### src/rtl/multicycle_controller.sv
// rtl/multicycle_controller.sv - multicycle MIPS control sequencer; perf counters built only with MC_PERF_CNT_EN
module multicycle_controller #(
    parameter logic RESET_PC_WRITE = 1'b0
) (
    input  logic        clk,
    input  logic        rst,
    input  logic [5:0]  opcode,
    input  logic [5:0]  funct,
    input  logic        zero,
    input  logic        mem_ready,
    output logic        PCWrite,
    output logic        PCWriteCond,
    output logic        IorD,
    output logic        MemRead,
    output logic        MemWrite,
    output logic        IRWrite,
    output logic        MemToReg,
    output logic        RegDst,
    output logic        RegWrite,
    output logic        ALUSrcA,
    output logic        Jal,
    output logic [1:0]  ALUSrcB,
    output logic [1:0]  PCSource,
    output logic [2:0]  ALUop,
    output logic        illegal,
    output logic [3:0]  state,
    output logic [31:0] cycle_cnt,
    output logic [31:0] instr_cnt
);

    typedef enum logic [3:0] {
        FETCH    = 4'd0,
        DECODE   = 4'd1,
        MEMADR   = 4'd2,
        MEMRD    = 4'd3,
        MEMWB    = 4'd4,
        MEMWR    = 4'd5,
        RTYPE_EX = 4'd6,
        RTYPE_WB = 4'd7,
        BRANCH   = 4'd8,
        ADDI_EX  = 4'd9,
        ADDI_WB  = 4'd10,
        JUMP     = 4'd11,
        JAL      = 4'd12,
        JR       = 4'd13
    } state_t;

    localparam logic [5:0] OP_R    = 6'b000000;
    localparam logic [5:0] OP_LW   = 6'b100011;
    localparam logic [5:0] OP_SW   = 6'b101011;
    localparam logic [5:0] OP_BEQ  = 6'b000100;
    localparam logic [5:0] OP_ADDI = 6'b001000;
    localparam logic [5:0] OP_J    = 6'b000010;
    localparam logic [5:0] OP_JAL  = 6'b000011;

    localparam logic [5:0] FN_ADD  = 6'b100000;
    localparam logic [5:0] FN_SUB  = 6'b100010;
    localparam logic [5:0] FN_AND  = 6'b100100;
    localparam logic [5:0] FN_OR   = 6'b100101;
    localparam logic [5:0] FN_SLT  = 6'b101010;
    localparam logic [5:0] FN_JR   = 6'b001000;

    localparam logic [2:0] ALU_ADD = 3'b000;
    localparam logic [2:0] ALU_SUB = 3'b001;
    localparam logic [2:0] ALU_AND = 3'b010;
    localparam logic [2:0] ALU_OR  = 3'b011;
    localparam logic [2:0] ALU_SLT = 3'b100;

    state_t      state_q;
    state_t      nxt;
    logic        run_q;
    logic        op_ok;
    logic        alu_funct_ok;
    logic [2:0]  funct_aluop;
    logic        in_fetch;

    logic        pcwrite_q, pcwritecond_q, iord_q, memread_q, memwrite_q;
    logic        memtoreg_q, regdst_q, regwrite_q, alusrca_q, jal_q;
    logic [1:0]  alusrcb_q, pcsource_q;
    logic [2:0]  aluop_q;

    logic        d_pcwrite, d_pcwritecond, d_iord, d_memread, d_memwrite;
    logic        d_memtoreg, d_regdst, d_regwrite, d_alusrca, d_jal;
    logic [1:0]  d_alusrcb, d_pcsource;
    logic [2:0]  d_aluop;

    // The datapath gates the conditional PC load with zero itself.
    logic unused_zero;
    assign unused_zero = zero;

    // Classify the latched opcode and the R-type ALU funct codes.
    always_comb begin
        op_ok        = 1'b1;
        alu_funct_ok = 1'b1;
        funct_aluop  = ALU_ADD;
        case (opcode)
            OP_R, OP_LW, OP_SW, OP_BEQ, OP_ADDI, OP_J, OP_JAL: op_ok = 1'b1;
            default:                                           op_ok = 1'b0;
        endcase
        case (funct)
            FN_ADD:  funct_aluop = ALU_ADD;
            FN_SUB:  funct_aluop = ALU_SUB;
            FN_AND:  funct_aluop = ALU_AND;
            FN_OR:   funct_aluop = ALU_OR;
            FN_SLT:  funct_aluop = ALU_SLT;
            default: alu_funct_ok = 1'b0;
        endcase
    end

    // Next-state selection; the first edge after reset parks in FETCH so its outputs go live.
    always_comb begin
        nxt = FETCH;
        if (run_q) begin
            case (state_q)
                FETCH:    nxt = mem_ready ? DECODE : FETCH;
                DECODE: begin
                    case (opcode)
                        OP_LW, OP_SW: nxt = MEMADR;
                        OP_R:         nxt = (funct == FN_JR) ? JR : RTYPE_EX;
                        OP_BEQ:       nxt = BRANCH;
                        OP_ADDI:      nxt = ADDI_EX;
                        OP_J:         nxt = JUMP;
                        OP_JAL:       nxt = JAL;
                        default:      nxt = FETCH;
                    endcase
                end
                MEMADR:   nxt = (opcode == OP_SW) ? MEMWR : MEMRD;
                MEMRD:    nxt = mem_ready ? MEMWB : MEMRD;
                MEMWR:    nxt = mem_ready ? FETCH : MEMWR;
                RTYPE_EX: nxt = alu_funct_ok ? RTYPE_WB : FETCH;
                ADDI_EX:  nxt = ADDI_WB;
                default:  nxt = FETCH;
            endcase
        end
    end

    // Moore control values for the state being entered, loaded into the output flops.
    always_comb begin
        d_pcwrite     = 1'b0;
        d_pcwritecond = 1'b0;
        d_iord        = 1'b0;
        d_memread     = 1'b0;
        d_memwrite    = 1'b0;
        d_memtoreg    = 1'b0;
        d_regdst      = 1'b0;
        d_regwrite    = 1'b0;
        d_alusrca     = 1'b0;
        d_jal         = 1'b0;
        d_alusrcb     = 2'b00;
        d_pcsource    = 2'b00;
        d_aluop       = ALU_ADD;
        case (nxt)
            FETCH: begin
                d_memread = 1'b1;
                d_alusrcb = 2'b01;
            end
            DECODE: begin
                d_alusrcb = 2'b11;
            end
            MEMADR: begin
                d_alusrca = 1'b1;
                d_alusrcb = 2'b10;
            end
            MEMRD: begin
                d_iord    = 1'b1;
                d_memread = 1'b1;
            end
            MEMWB: begin
                d_memtoreg = 1'b1;
                d_regwrite = 1'b1;
            end
            MEMWR: begin
                d_iord     = 1'b1;
                d_memwrite = 1'b1;
            end
            RTYPE_EX: begin
                d_alusrca = 1'b1;
                d_aluop   = funct_aluop;
            end
            RTYPE_WB: begin
                d_regdst   = 1'b1;
                d_regwrite = 1'b1;
            end
            BRANCH: begin
                d_alusrca     = 1'b1;
                d_aluop       = ALU_SUB;
                d_pcwritecond = 1'b1;
                d_pcsource    = 2'b01;
            end
            ADDI_EX: begin
                d_alusrca = 1'b1;
                d_alusrcb = 2'b10;
            end
            ADDI_WB: begin
                d_regwrite = 1'b1;
            end
            JUMP: begin
                d_pcwrite  = 1'b1;
                d_pcsource = 2'b10;
            end
            JAL: begin
                d_pcwrite  = 1'b1;
                d_pcsource = 2'b10;
                d_jal      = 1'b1;
                d_regwrite = 1'b1;
            end
            JR: begin
                d_pcwrite  = 1'b1;
                d_pcsource = 2'b11;
            end
            default: begin
                d_pcwrite = 1'b0;
            end
        endcase
    end

    // State register and registered controls; reset clears everything immediately.
    always_ff @(posedge clk or negedge rst) begin
        if (!rst) begin
            run_q         <= 1'b0;
            state_q       <= FETCH;
            pcwrite_q     <= 1'b0;
            pcwritecond_q <= 1'b0;
            iord_q        <= 1'b0;
            memread_q     <= 1'b0;
            memwrite_q    <= 1'b0;
            memtoreg_q    <= 1'b0;
            regdst_q      <= 1'b0;
            regwrite_q    <= 1'b0;
            alusrca_q     <= 1'b0;
            jal_q         <= 1'b0;
            alusrcb_q     <= 2'b00;
            pcsource_q    <= 2'b00;
            aluop_q       <= ALU_ADD;
        end else begin
            run_q         <= 1'b1;
            state_q       <= nxt;
            pcwrite_q     <= d_pcwrite;
            pcwritecond_q <= d_pcwritecond;
            iord_q        <= d_iord;
            memread_q     <= d_memread;
            memwrite_q    <= d_memwrite;
            memtoreg_q    <= d_memtoreg;
            regdst_q      <= d_regdst;
            regwrite_q    <= d_regwrite;
            alusrca_q     <= d_alusrca;
            jal_q         <= d_jal;
            alusrcb_q     <= d_alusrcb;
            pcsource_q    <= d_pcsource;
            aluop_q       <= d_aluop;
        end
    end

    // IR load and PC increment in FETCH wait for the shared memory to deliver.
    assign in_fetch    = run_q && (state_q == FETCH);
    assign IRWrite     = in_fetch & mem_ready;
    assign PCWrite     = run_q ? (pcwrite_q | (in_fetch & mem_ready)) : RESET_PC_WRITE;
    assign PCWriteCond = pcwritecond_q;
    assign IorD        = iord_q;
    assign MemRead     = memread_q;
    assign MemWrite    = memwrite_q;
    assign MemToReg    = memtoreg_q;
    assign RegDst      = regdst_q;
    assign RegWrite    = regwrite_q;
    assign ALUSrcA     = alusrca_q;
    assign Jal         = jal_q;
    assign ALUSrcB     = alusrcb_q;
    assign PCSource    = pcsource_q;
    assign ALUop       = aluop_q;
    assign state       = state_q;

    // Illegal is raised in the cycle the bad opcode or funct is seen, then FETCH follows.
    assign illegal = run_q && (((state_q == DECODE) && !op_ok) ||
                               ((state_q == RTYPE_EX) && !alu_funct_ok));

`ifdef MC_PERF_CNT_EN
    logic [31:0] cycle_q;
    logic [31:0] instr_q;

    // Free-running cycle count and fetched-instruction count, both wrapping.
    always_ff @(posedge clk or negedge rst) begin
        if (!rst) begin
            cycle_q <= 32'd0;
            instr_q <= 32'd0;
        end else begin
            cycle_q <= cycle_q + 32'd1;
            if (IRWrite) begin
                instr_q <= instr_q + 32'd1;
            end
        end
    end

    assign cycle_cnt = cycle_q;
    assign instr_cnt = instr_q;
`else
    assign cycle_cnt = 32'd0;
    assign instr_cnt = 32'd0;
`endif

endmodule

### config.mk
export PLATFORM = sky130hd
export DESIGN_NAME = multicycle_controller
export DESIGN_NICKNAME = d
export VERILOG_FILES = /design/src/rtl/multicycle_controller.sv
export SDC_FILE = /design/constraint.sdc
export NUM_CORES = 1
export LEC_CHECK = 0
export ABC_AREA = 1
export CAP_MARGIN = 5
export CORE_ASPECT_RATIO = 1.75
export CORE_UTILIZATION = 23
export CTS_CLUSTER_SIZE = 8
export DETAILED_ROUTE_END_ITERATION = 10
export PLACE_DENSITY_LB_ADDON = 0.12
export SYNTH_ARGS = -nofsm -noshare
export SYNTH_HDL_FRONTEND = slang
export SYNTH_SLANG_ARGS = --single-unit
### constraint.sdc
create_clock -name clk -period 3.3 [get_ports clk]
set_input_delay 0.66 -clock clk [delete_from_list [all_inputs] [get_ports clk]]
set_output_delay 0.66 -clock clk [all_outputs]
set_load 0.01 [all_outputs]
# == Word level (Yosys, flattened, before mapping) ==
# Index checks and enable logic that the tools add are counted.
# classes
n_addsub,0
n_mul,0
div_mod_pow,0
n_lt_le_gt_ge,0
n_eq_ne,31
n_shift,0
muxes,26
n_bitwise,2
n_reduce_logical,20
# ops
cell,n
$eq A6 B6 Y1 const B,7
$eq A4 B4 Y1 const B,7
$pmux W4 S7,1
$eq A4 B3 Y1 const B,6
$pmux W4 S6,1
$eq A4 B2 Y1 const B,4
$mux W1,14
$eq A6 B2 Y1 const B,2
$eq A6 B4 Y1 const B,2
$mux W3,4
$pmux W2 S3,2
$pmux W3 S4,1
$reduce_or A2 Y1,5
$eq A4 B1 Y1 const B,2
$logic_not A4 Y1,2
$mux W4,2
$reduce_or A4 Y1,2
$reduce_or A7 Y1,1
$eq A6 B3 Y1 const B,1
$logic_not A6 Y1,1
$pmux W3 S2,1
$reduce_or A5 Y1,1
$logic_and A1 B1 Y1,4
$reduce_or A3 Y1,1
4 further kinds,5
# word_totals
reg_bits,22
latch_bits,0
ram_bits,0
romBits,0
inputBits,16
out_inout_bits,87
mem_count,0

# == Logic depth before layout (Yosys ltp) ==
# Gate-level depths: netlist of run 1.
# logic_depth
depth_word,9
ltp_mapped,14

# == Worst setup path before layout of run 1 ==
# OpenSTA, ideal clock, no wires.
# synth_path
path_kind,input -> output
from,in opcode[0]
to,out illegal
arrival_time_ns,1.277
required_time_ns,2.640
path_slack_ns,1.363
path_stages,5
path_cell_list,nand2_1 > inv_1 > o21ai_1 > nand4_1 > a21oi_1
# synth_between
elab_chain_cells,7
# synth_lines
item,line,rtl
"start, declared",7,"input logic [5:0] opcode,"
"$eq A6 B6 Y1, or another cell as far along",96,case (opcode)
$reduce_or A7 Y1 (*),96,
$mux W1 (*),96,
$logic_not A1 Y1 (*),273,assign illegal = run_q && (((state_q == DECODE) && !op_ok) ||
$logic_and A1 B1 Y1 (*),273,
$logic_or A1 B1 Y1 (*),273,
$logic_and A1 B1 Y1 (*),273,
"end, declared",25,"output logic illegal,"
# Every way passes the cells marked *; elsewhere a longest branch is shown, timed or not.

# == Final worst setup path of run 1 ==
# layout_path
from,in opcode[2]
to,out illegal
# The elaborated chain is that of the path after synthesis.

==> results of run 1 <==
==> power breakdown <==
| part | total (uW) | switching, uW | internal (uW) |
|---|---|---|---|
| Sequential | 280 | 4.62 | 275 |
| Combinational | 121 | 81.6 | 39.0 |
| Clock | 276 | 90.9 | 185 |
| Total | 676 | 177 | 499 |
==> cell type report <==
class / count / area [sq um] / share of cell area
multi-input combinational: 199 / 893 / 0.417
sequential: 22 / 551 / 0.257
clock buffer: 4 / 88.8 / 0.0414
timing repair buffer: 37 / 370 / 0.173
inverter: 35 / 131 / 0.0613
tap: 88 / 110 / 0.0513
==> through the flow <==
| stage | setup WS, ns | power (uW) |
|---|---|---|
| 5_1_grt | 0.0756 | 712 |
| 3_5_place_dp | 0.240 | 406 |
| 2_1_floorplan | 1.36 | 412 |
| 3_3_place_gp | 0.219 | 406 |
| 4_1_cts | 0.228 | 684 |
| 6_report | 0.264 | 676 |
==> cell families after synthesis <==
group / after synthesis
AO/OA/AOI/OAI: 13
buffers and inverters: 100
flip-flops: 22
other: 2
AND/OR/NAND/NOR: 121
==> Yosys cell counts <==
cell and number:
and3_1 1, buf_4 64, a21oi_1 4, dfrtp_1 22, nor2_1 33, o21ai_0 5
inv_1 33, conb_1 2, inv_2 2, nand3_2 2, clkbuf_2 1, nand3b_1 2
nor2_2 4, nand3_1 28, nand2_1 36, nor3_4 1, nand4_1 4, nand2_2 7
nor2_4 3, o21ai_1 4
==> layer usage <==
layer	wire (microns)	global-route usage	vias up
li1	-	-	747
met1	1230	0.0897	630
met2	2200	0.197	57
met3	168	0.0126	6
met4	90	0.0446	0
met5	0	0	-
==> registers in the layout, summed over array words and instances (netlist names) <==
signal,count
RegWrite,1
ALUop,3
ALUSrcB,2
ALUSrcA,1
PCWriteCond,1
RegDst,1
MemWrite,1
MemRead,1
PCSource,2
MemToReg,1
Jal,1
run_q,1
IorD,1
state,4
pcwrite_q,1
==> worst min path at each step <==
| stage | startpoint | endpoint | slack [ns] | depth (start not counted) |
|---|---|---|---|---|
| 2_1_floorplan | rst | ALUSrcA | 0.36 | 0 |
| 3_3_place_gp | run_q | state[2] | 0.71 | 2 |
| 3_5_place_dp | run_q | state[3] | 0.71 | 2 |
| 4_1_cts | run_q | state[2] | 0.72 | 2 |
| 5_1_grt | run_q | state[2] | 0.74 | 2 |
| 6_report | run_q | state[2] | 0.70 | 2 |
==> cells in the final DEF (no fill, tap or decap), types with 4 or more instances in the layout <==
cell type,Yosys,final
a21oi_1,4,4
conb_1,2,65
dfrtp_1,22,22
clkdlybuf4s50_1,0,37
inv_1,33,33
nand4_1,4,4
nand2_1,36,36
o21ai_1,4,4
nor2_2,4,4
nand3_1,28,28
nor2_1,33,33
o21ai_0,5,5
nand2_2,7,7
==> worst register-to-register path, stage by stage (launching register included) <==
cell and delay (ns):
dfrtp_1 0.44, nor2_4 0.20, inv_2 0.06, nor3_4 0.23
nand2_1 0.12, nand3_2 0.12, nand2_2 0.09, nand2_1 0.15
nor2_1 0.07, nor2_1 0.14, nand2_1 0.08
==> results.json, run 1 <==
{
  "setup.worst_path.start": "opcode[2]",
  "total_clock_buffers_created_by_cts": 3,
  "first_pass_iters": 4,
  "grt_remaining_overflow": 0,
  "post_route_cells_drive_above_1_share": 0.0774,
  "routed_wirelength_microns": 3700,
  "finalCritPeriodShare": 0.920,
  "ctsLongestPathBuffers": 2,
  "ctsHtreeMaxLevel": 1,
  "timing.setup.tns_ns": 0,
  "fp.dieArea_sq_um": 8310,
  "power_density_nw_per_um2": 315,
  "netlist.area_leader.share": 0.302,
  "areaGrowthSynthToFinish_pct": 17.6,
  "gp_congestion": 0.833,
  "synth_compound_area_frac": 0.0357,
  "stdcell_area_sq_um": 2140,
  "worst-r2r-cell-count": 10,
  "adder_cell_share_of_the_synthesized_area": 0,
  "num_vias": 1440,
  "number_of_unique_standard_cell_types_used_by_synthesis": 20,
  "placed_area_sq_um": 2060,
  "via_count_of_the_first_global_routing_pass": 1396,
  "synth_mux_area_frac": 0,
  "die_width_microns": 69.3,
  "period_needed_ns": 3.04,
  "end_kind": "primary output",
  "drtIter0Drc": 75,
  "finalHoldWorstSlack_ns": 0.703,
  "synth_seq_cells": 22,
  "globalRouteTotalUtil": 0.0959,
  "setup_repair_after_global_routing_missed_its_margin": "false",
  "nets": 314,
  "critical_path.max_stage_delay_ns": 0.56,
  "placementRows": 42,
  "floorplan.core_area_sq_um": 7620,
  "cts_resized": 0,
  "drt-vias-per-instance": 3.74,
  "postCtsHoldBufs": 0,
  "post-cts-setup-buffer-count": 0,
  "combined_area_of_all_synthesized_cells_sq_um": 1820,
  "worst_clock_skew_ns": 0.00354,
  "post_synth_xor_area_fraction": 0,
  "die_y_microns": 120,
  "tritoncts": "yes",
  "critical_path.reg2reg.startpoint": "state[3]",
  "grt_max_degree": 23,
  "worst_pin_slew_ns": 0.938,
  "antenna_left": 0,
  "postSynthCellCount": 258,
  "final-max-slew-violation-count": 0,
  "post-synth-top-area-cell": "dfrtp_1",
  "wl_per_cell_microns": 9.60,
  "clk_root_buffer_cell": "clkbuf_16",
  "r2r_setup_slack_ns": 1.49,
  "drc": 0,
  "critical-path-top-cell-by-count": "clkdlybuf4s50_1",
  "leak_pwr_uw": 0.00120,
  "ios": 103,
  "worstSetupEndpoint": "illegal",
  "yosys_warnings": 0,
  "worst_hold_path_type": "reg2reg",
  "max_freq_mhz": 329,
  "crit_type": "in2out",
  "number_of_sinks_driven_by_the_clock_tree": 22,
  "outcome": "finished clean",
  "worst-path-max-fanout": 4,
  "critical_path_buf_inv_count": 3,
  "setup-violations-final": 0,
  "clock_insertion_delay_worst_skew_ns": 0.25,
  "crit_path_cell_trace": "clkdlybuf4s50_1, nor2_2, nand2_2, inv_1, o21ai_1, nand4_1, a21oi_1, clkdlybuf4s50_1",
  "initial_core_util": 0.239,
  "synth_seq_area_share": 0.302,
  "dp.final_hpwl_microns": 3190,
  "critical_path.reg2reg.endpoint": "ALUSrcA",
  "synth_top_family_by_area": "buffers and inverters",
  "filler_cell_count": 872,
  "place.port_buffers": 37,
  "max_cap_viols": 0,
  "max_rail_drop_vdd_mv": 0.138,
  "maxSlewHeadroom": 0.373,
  "setup.worst_path.start_class": "input pin",
  "clk_pin_slew_ns": 0.06,
  "number_of_stages_on_the_worst_setup_path": 8,
  "worst-endpoint-arrival_ns": 2.38,
  "grt_pass1_wl_microns": 6360,
  "post-place-cells": 381,
  "timing.critical_path.max_delay_family": "buffers and inverters",
  "crit_slowest_cell": "clkdlybuf4s50_1",
  "final_cells": 385,
  "synth_top_cells_by_area": "dfrtp_1, buf_4, nand3_1",
  "worstPathRequired_ns": 2.64,
  "timing.final.hold_violations": 0,
  "number_of_antenna_violations_at_the_first_check_in_global_routing": 0,
  "syn_area_per_cell_sq_um": 7.07,
  "synthSimpleGateAreaFrac": 0.320,
  "final_core_util": 0.281,
  "antenna_cells": 0
}
Power figures use the tool's default switching activity.
==> run 2, diff against run 1 <==
- CORE_ASPECT_RATIO: 1.75 -> 0.8
- SLEW_MARGIN: unset -> 10
==> results.json, run 2 (synthesis gave the netlist of run 1 again) <==
{
  "outcome": "finished clean",
  "cts_resized": 0,
  "max_freq_mhz": 330,
  "crit_slowest_cell": "clkdlybuf4s50_1",
  "power.sequential.fraction": 0.433,
  "setup-violations-final": 0,
  "power_report.internal_total_uw": 475,
  "power_density_nw_per_um2": 300,
  "fp.dieArea_sq_um": 8290,
  "antenna_cells": 0,
  "grt_max_degree": 23,
  "worst_pin_slew_ns": 0.945,
  "period_needed_ns": 3.03,
  "final.setup.worst_slack_ns": 0.269,
  "power_switching_uw": 169,
  "post_route_cells_drive_above_1_share": 0.0774,
  "critical_path_buf_inv_count": 3,
  "areaGrowthSynthToFinish_pct": 17.8,
  "via_count_of_the_first_global_routing_pass": 1211,
  "min-delay-start": "run_q",
  "critical_path.reg2reg.endpoint": "ALUSrcB[1]",
  "crit_path_cell_trace": "clkdlybuf4s50_1, inv_1, nand2_1, nor2_1, o21ai_1, nand4_1, a21oi_1, clkdlybuf4s50_1",
  "critical_path.reg2reg.startpoint": "state[3]",
  "stdcell_area_sq_um": 2150,
  "clk_root_buffer_cell": "clkbuf_8",
  "globalRouteTotalUtil": 0.0888,
  "worst_hold_path_type": "reg2reg",
  "total_clock_buffers_created_by_cts": 3,
  "largest_register_ff_count": 4,
  "timing.setup.tns_ns": 0,
  "post-cts-setup-buffer-count": 0,
  "maxSlewHeadroom": 0.368,
  "worst-endpoint-arrival_ns": 2.37,
  "min_delay_worst_endpoint": "state[2]",
  "power_frac_clock": 0.380,
  "timing.critical_path.max_delay_family": "buffers and inverters",
  "worst_clock_skew_ns": 0.00362,
  "worst-r2r-cell-count": 10,
  "r2r_setup_slack_ns": 1.46,
  "whs_path_depth": 2,
  "comb_power_share": 0.187,
  "floorplan.core_area_sq_um": 7530,
  "critical-path-top-cell-by-count": "clkdlybuf4s50_1",
  "grt_pass1_wl_microns": 5700,
  "ctsLongestPathBuffers": 2,
  "drt-vias-per-instance": 3.58,
  "filler_cell_count": 824,
  "wl_per_cell_microns": 8.79,
  "ctsHtreeMaxLevel": 1,
  "drc": 0,
  "first_pass_iters": 6,
  "nets": 314,
  "power_switching_share": 0.262,
  "most-common-layout-cells": "conb_1, clkdlybuf4s50_1, nand2_1, nor2_1, inv_1",
  "critical_path.max_stage_delay_ns": 0.55,
  "die_width_microns": 102,
  "timing.final.hold_violations": 0,
  "placementRows": 28,
  "num_vias": 1438,
  "initial_core_util": 0.242,
  "layout_commonest_cell": "conb_1",
  "place.port_buffers": 37,
  "clk_pin_slew_ns": 0.08,
  "max_cap_viols": 0,
  "number_of_antenna_violations_at_the_first_check_in_global_routing": 0,
  "ios": 103,
  "finalCritPeriodShare": 0.919,
  "setup.worst_path.start_class": "input pin",
  "gp_congestion": 0.781,
  "die_y_microns": 81.7,
  "worst-path-max-fanout": 4,
  "worstPathRequired_ns": 2.64,
  "routed_wirelength_microns": 3530,
  "dp.final_hpwl_microns": 3070,
  "postCtsHoldBufs": 0,
  "clock_insertion_delay_worst_skew_ns": 0.26,
  "drtIter0Drc": 60,
  "setup_repair_after_global_routing_missed_its_margin": "false",
  "number_of_sinks_driven_by_the_clock_tree": 22,
  "end_kind": "primary output",
  "antenna_left": 0,
  "placed_area_sq_um": 2080,
  "grt_remaining_overflow": 0,
  "max_rail_drop_vdd_mv": 0.146,
  "crit_type": "in2out",
  "tritoncts": "yes",
  "place_ws_ns": 0.229,
  "final-max-slew-violation-count": 0,
  "leak_pwr_uw": 0.00119
}
-- run 2: cell types whose count changed in the layout (fill, tap and decap cells not counted), sizes merged --
cell,previous run,this run
clkbuf,4,3
bufinv,0,1
-- run 2: worst min-delay path, cell delays in order (launching register included) --
cell     delay [ns]
dfrtp_1        0.47
nand2_2        0.15
inv_1          0.05
-- run 2: worst max-delay path by stage --
stage / startpoint / end / slack, ns / depth (start not counted)
after CTS: opcode[0] / illegal / 0.23 / 8
after global placement: opcode[0] / illegal / 0.23 / 8
after global routing: opcode[0] / illegal / 0.13 / 8
after floorplan: opcode[0] / illegal / 1.36 / 5
final: opcode[0] / illegal / 0.27 / 8
after detailed placement: opcode[0] / illegal / 0.23 / 8
-- run 2: per-stage QoR --
step                cells   util  total power, uW  hold slack (ns)
global placement      398  0.276              405            0.695
CTS                   402  0.285              654            0.708
finish                402  0.285              644            0.696
detailed placement    398  0.276              405            0.699
global route          402  0.285              688            0.736
floorplan             321      -              412            0.364
-- run 2: cell type report --
type / instances / area [sq um] / area share
clock inverter: 1 / 30.0 / 0.0140
tap: 105 / 131 / 0.0612
inverter: 35 / 131 / 0.0612
clock buffer: 3 / 41.3 / 0.0192
multi-input combinational: 199 / 893 / 0.416
sequential: 22 / 551 / 0.256
timing repair buffer: 37 / 370 / 0.172
-- run 2: metal layers --
metal  vias up  routed length (microns)  GRT usage
met4         0                       11     0.0130
met5         -                        0          0
met2        58                     1450      0.128
met3         2                      287     0.0272
met1       634                     1790      0.130
li1        744                        -          -
-- run 2: power groups by stage --
stage | combinational [uW] | sequential, uW | clock, uW
floorplan | 127 | 286 | 0
global placement | 121 | 284 | 0
detailed placement | 121 | 284 | 0
CTS | 121 | 279 | 254
global route | 136 | 280 | 272
finish | 121 | 279 | 245
